**config.mk**
```make
export PLATFORM = sky130hd
export DESIGN_NAME = cas_key_loader
export DESIGN_NICKNAME = d
export VERILOG_FILES = /design/src/rtl/cas_key_loader.sv
export SDC_FILE = /design/constraint.sdc
export NUM_CORES = 1
export LEC_CHECK = 0
export CAP_MARGIN = 5
export CORE_MARGIN = 10
export CORE_UTILIZATION = 25
export CTS_CLUSTER_SIZE = 28
export DETAILED_ROUTE_END_ITERATION = 10
export DONT_BUFFER_PORTS = 1
export GPL_TIMING_DRIVEN = 0
export PLACE_DENSITY_LB_ADDON = 0.08
export SYNTH_ARGS = -nofsm -noshare
export SYNTH_HDL_FRONTEND = slang
export SYNTH_SLANG_ARGS = --single-unit
export TNS_END_PERCENT = 20
```
**constraint.sdc**
```tcl
create_clock -name clk -period 2.8 [get_ports clk]
set_input_delay 0.42 -clock clk [delete_from_list [all_inputs] [get_ports clk]]
set_output_delay 0.42 -clock clk [all_outputs]
set_load 0.01 [all_outputs]
```
**src/rtl/cas_key_loader.sv**
```systemverilog
// cas_key_loader: serial CAS-Lock key loader. Bits are shifted into a hidden
// shadow register, parity-checked, and only then committed to the key bus.
// Too many consecutive parity failures lock the bus at zero until reset.
module cas_key_loader #(
   parameter int KEY_WIDTH = 64,
   parameter int MAX_FAIL  = 3
) (
   input  logic                 clk,
   input  logic                 rst_n,
   input  logic                 load_start,
   input  logic                 key_clear,
   input  logic                 key_bit,
   input  logic                 key_bit_valid,
   output logic                 key_bit_ready,
   output logic [KEY_WIDTH-1:0] key_out,
   output logic                 key_valid,
   output logic                 busy,
   output logic                 err,
   output logic                 locked_out
);

   localparam int CNT_W  = (KEY_WIDTH > 1) ? $clog2(KEY_WIDTH) : 1;
   localparam int FAIL_W = (MAX_FAIL > 1) ? $clog2(MAX_FAIL + 1) : 1;

   typedef enum logic [2:0] {
      IDLE    = 3'd0,
      SHIFT   = 3'd1,
      PARITY  = 3'd2,
      COMMIT  = 3'd3,
      LOCKOUT = 3'd4
   } state_t;

   state_t               state_q, state_d;
   logic [KEY_WIDTH-1:0] shadow_q, shadow_d;
   logic [CNT_W-1:0]     count_q, count_d;
   logic [FAIL_W-1:0]    fail_q, fail_d;
   logic [FAIL_W-1:0]    fail_inc;
   logic [KEY_WIDTH-1:0] key_q, key_d;
   logic                 kvalid_q, kvalid_d;
   logic                 ready_q, ready_d;
   logic                 busy_q, busy_d;
   logic                 err_q, err_d;
   logic                 locked_q, locked_d;
   logic                 accept;

   // A bit transfers only when the registered ready is already high.
   assign accept   = key_bit_valid & ready_q;
   assign fail_inc = fail_q + 1'b1;

   // Next-state, datapath and registered-output decode.
   always_comb begin
      state_d  = state_q;
      shadow_d = shadow_q;
      count_d  = count_q;
      fail_d   = fail_q;
      key_d    = key_q;
      kvalid_d = kvalid_q;
      err_d    = 1'b0;

      unique case (state_q)
         IDLE: begin
            if (load_start) begin
               state_d  = SHIFT;
               count_d  = '0;
               shadow_d = '0;
            end
         end
         SHIFT: begin
            if (load_start) begin
               // Restart: the bit offered this cycle is dropped.
               count_d  = '0;
               shadow_d = '0;
            end else if (accept) begin
               shadow_d[count_q] = key_bit;
               if (count_q == CNT_W'(KEY_WIDTH - 1)) begin
                  state_d = PARITY;
               end else begin
                  count_d = count_q + 1'b1;
               end
            end
         end
         PARITY: begin
            if (load_start) begin
               state_d  = SHIFT;
               count_d  = '0;
               shadow_d = '0;
            end else if (accept) begin
               if (((^shadow_q) ^ key_bit) == 1'b0) begin
                  state_d = COMMIT;
               end else begin
                  err_d  = 1'b1;
                  fail_d = fail_inc;
                  if (fail_inc == FAIL_W'(MAX_FAIL)) begin
                     state_d  = LOCKOUT;
                     shadow_d = '0;
                     key_d    = '0;
                     kvalid_d = 1'b0;
                  end else begin
                     state_d = IDLE;
                  end
               end
            end
         end
         COMMIT: begin
            // Single-cycle atomic update of the live key; load_start is ignored.
            key_d    = shadow_q;
            kvalid_d = 1'b1;
            fail_d   = '0;
            state_d  = IDLE;
         end
         LOCKOUT: begin
            shadow_d = '0;
            key_d    = '0;
            kvalid_d = 1'b0;
         end
         default: begin
            state_d = IDLE;
         end
      endcase

      // Zeroise overrides a same-edge commit; it has no effect once locked.
      if (key_clear && (state_q != LOCKOUT)) begin
         key_d    = '0;
         kvalid_d = 1'b0;
      end

      // Status outputs are registered from the next state so they track state_q.
      ready_d  = (state_d == SHIFT) || (state_d == PARITY);
      busy_d   = (state_d == SHIFT) || (state_d == PARITY) || (state_d == COMMIT);
      locked_d = (state_d == LOCKOUT);
   end

   // State, shadow, counters and all outputs, with synchronous active-low reset.
   always_ff @(posedge clk) begin
      if (!rst_n) begin
         state_q  <= IDLE;
         shadow_q <= '0;
         count_q  <= '0;
         fail_q   <= '0;
         key_q    <= '0;
         kvalid_q <= 1'b0;
         ready_q  <= 1'b0;
         busy_q   <= 1'b0;
         err_q    <= 1'b0;
         locked_q <= 1'b0;
      end else begin
         state_q  <= state_d;
         shadow_q <= shadow_d;
         count_q  <= count_d;
         fail_q   <= fail_d;
         key_q    <= key_d;
         kvalid_q <= kvalid_d;
         ready_q  <= ready_d;
         busy_q   <= busy_d;
         err_q    <= err_d;
         locked_q <= locked_d;
      end
   end

   assign key_bit_ready = ready_q;
   assign key_out       = key_q;
   assign key_valid     = kvalid_q;
   assign busy          = busy_q;
   assign err           = err_q;
   assign locked_out    = locked_q;

endmodule
```
==> reports/qor.yml <==
status: "finished, final reports clean"
slowest_delay_ns: 0.41
dp.cells: 958
synthToLayoutAreaGrowth_pct: 21.49
wl_microns: 20390
io_pins: 75
muxShareOfSynthArea: 0.001685
worstPathArrival_ns: 3.07
setup_viol: 0
r2r_start: "shadow_q[58]"
start_util: 0.2538
p_per_area_mw_per_mm2: 616.9
ctsHtreeMaxLevel: 4
routed-via-count: 4876
maxCapViolCount: 0
drc_errors: 0
clk_latency_ns: 0.43
num_rows: 56
fin_ws_ns: 0.04379
synthXorXnorAreaFrac: 0.1072
drt-wirelength-per-cell_microns: 20.41
postSynthAreaPerCell_sq_um: 9.295
gr-usage-all-layers: 0.1351
layout.nets: 676
synthesis.area_sq_mm: 0.005939
final_antenna_net_count: 0
min_period_ns: 2.756
grt_max_degree: 17
ys_seq_area_frac: 0.4854
most-common-layout-cells: "dfxtp_1, o21ai_1, a21oi_1"
cts_tree: "yes"
maxSlewHeadroom: 0.1324
dp_hpwl_microns: 13690
maxSlewViolCount: 0
clk_pin_slew_ns: 0.06
routabilityCongestion: 0.7592
finClkSkew_ns: 0.01080
io_buffers: 0
startpoint: "shadow_q[58]"
start_kind: "flop"
grt_antenna_before_repair: 0
hold_start: "rst_n"
crit_fanout: 10
rsz0062_at_grt: "yes"
tightest_slew_ns: 1.299
firstDrtPassIters: 7
leakagePower_uw: 0.002557
die_area_sq_mm: 0.03032
layout_commonest_cell: "dfxtp_1"
synth_warnings: 0
synth_nets: 647
core_sq_mm: 0.02340
fmax_mhz: 362.8
die_h_microns: 174.1
synth_compound_area_frac: 0.2871
min_path_type: "in2reg"
hold_violations: 0
overflow: 0
power_uw: 4451
vdd_ir_drop_max_mv: 0.2642
first_global_vias: 4710
clockBufferDepth: 2
drt_iter0_drc: 465
tns_ns: 0
period_share: 0.9844
fp.dieW_microns: 174.1
vias_per_cell: 4.881
crit_path_top_delay_cell: "xnor3_2"
holdBufCountCts: 0
crit_chain: "xnor2_1 > xnor2_2 > xnor2_2 > xnor2_1 > xnor3_2 > xnor2_4 > buf_12 > a311o_1 > o21ai_4 > buf_12 > buf_6 > a22o_1"
worstSetupPathType: "reg2reg"
drive_gt1_frac: 0.1309
synth_top_family_by_area: "compound AO/OA/AOI/OAI gates"
synth_fa_ha_area_frac: 0.004213
diodes: 0
cts_root_buf: "clkbuf_16"
clock-sinks: 144
end_kind: "flop"
fin_cells: 999
required_ns: 3.12
synth_cells: 639
ys_ff_latch: 144
synth.distinct_cells: 44
pre_cts_ws_ns: -0.4534
nFillCells: 2510
numCtsBuffers: 17
grt_pass1_wl_microns: 31180
synth_simple_gate_area_frac: 0.07394
-- stage by stage --
step	hold slack, ns	utilization	instance area [sq um]
floorplan	0.4574	-	5939
global placement	0.4687	0.2709	6339
detailed placement	0.4846	0.2713	6349
CTS	0.1393	0.3024	7078
global route	0.1483	0.3083	7216
finish	0.1589	0.3083	7216
-- Yosys cell counts (all sizes together) --
cell | n | area [sq um]
a211oi | 1 | 7.510
a41o | 1 | 10.01
a21o | 1 | 7.510
ha | 2 | 25.02
nand3b | 1 | 7.510
a21oi | 74 | 370.4
inv | 3 | 11.26
o21ai | 136 | 684.4
nor3b | 4 | 30.03
xnor2 | 56 | 516.8
and4 | 1 | 8.760
o22ai | 1 | 6.260
dfxtp | 144 | 2883
mux2i | 1 | 10.01
nand4 | 4 | 25.02
and3 | 5 | 31.28
and3b | 3 | 26.28
and2 | 3 | 18.77
xor2 | 11 | 96.34
o21a | 1 | 7.510
nor2 | 21 | 78.83
a22o | 64 | 560.5
or2 | 2 | 12.51
nand2b | 3 | 18.77
a311o | 1 | 10.01
a22oi | 1 | 7.510
o2111a | 1 | 11.26
or3 | 4 | 25.02
nor2b | 2 | 12.51
nand3 | 2 | 10.01
nand2 | 28 | 105.1
a31oi | 1 | 6.260
clkbuf | 35 | 131.4
xnor3 | 1 | 23.77
nor3 | 4 | 20.02
buf | 14 | 97.59
or3b | 1 | 8.760
a41oi | 1 | 16.27
-- sequential cells by signal, summed over array words and instances (netlist names) --
register       flops
key_out           64
shadow_q          64
count_q            6
state_q            3
fail_q             2
busy               1
err                1
key_bit_ready      1
key_valid          1
locked_out         1
-- area by class of cell --
type | count | area (sq um) | share of cell area
Inverter | 3 | 11.26 | 0.001561
Tap cell | 319 | 399.1 | 0.05531
Buffer | 49 | 282.8 | 0.03919
Clock buffer | 19 | 442.9 | 0.06138
Timing Repair Buffer | 9 | 121.4 | 0.01682
Sequential cell | 144 | 2899 | 0.4018
Multi-Input combinational cell | 444 | 2947 | 0.4084
Clock inverter | 12 | 112.6 | 0.01561
-- critical path, delay by kind of cell, from the launching register on --
| kind | cells | cell delay, ns |
|---|---|---|
| buf+inv | 3 | 0.44 |
| flops | 1 | 0.35 |
| compound gates | 3 | 0.47 |
| xor+xnor | 6 | 1.39 |
-- power by group --
part	internal (uW)	switching (uW)
sequential	2050	6.30
clock	1240	923
combinational	86.5	139
-- cell families after synthesis --
| logic type | after synthesis |
|---|---|
| xor+xnor | 68 |
| flops | 144 |
| compound gates | 284 |
| simple gates | 88 |
| fa+ha+maj | 2 |
| mux | 1 |
| buf+inv | 52 |
-- final timing paths --
check | to | slack [ns] | cells past startpoint
min reg2reg | fail_q[1] | 0.49 | 2
max reg2reg | key_out[63] | 0.04 | 12
min | busy | 0.16 | 1
max | key_out[63] | 0.04 | 12
-- what timing repair did --
item / CTS / global route
gates resized for setup: 22 / 42
gates cloned: 1 / 2
setup buffers: 5 / 2
setup endpoints to repair: 128 / 128
pin swaps: 9 / 8
-- per-layer routing --
metal	share of wire	routed length [microns]	GRT usage
met5	0	0	0
met2	0.45	9182	0.2026
met1	0.46	9388	0.1798
met3	0.067	1366	0.03575
met4	0.022	448	0.05486
(Power assumes the default switching activity.)
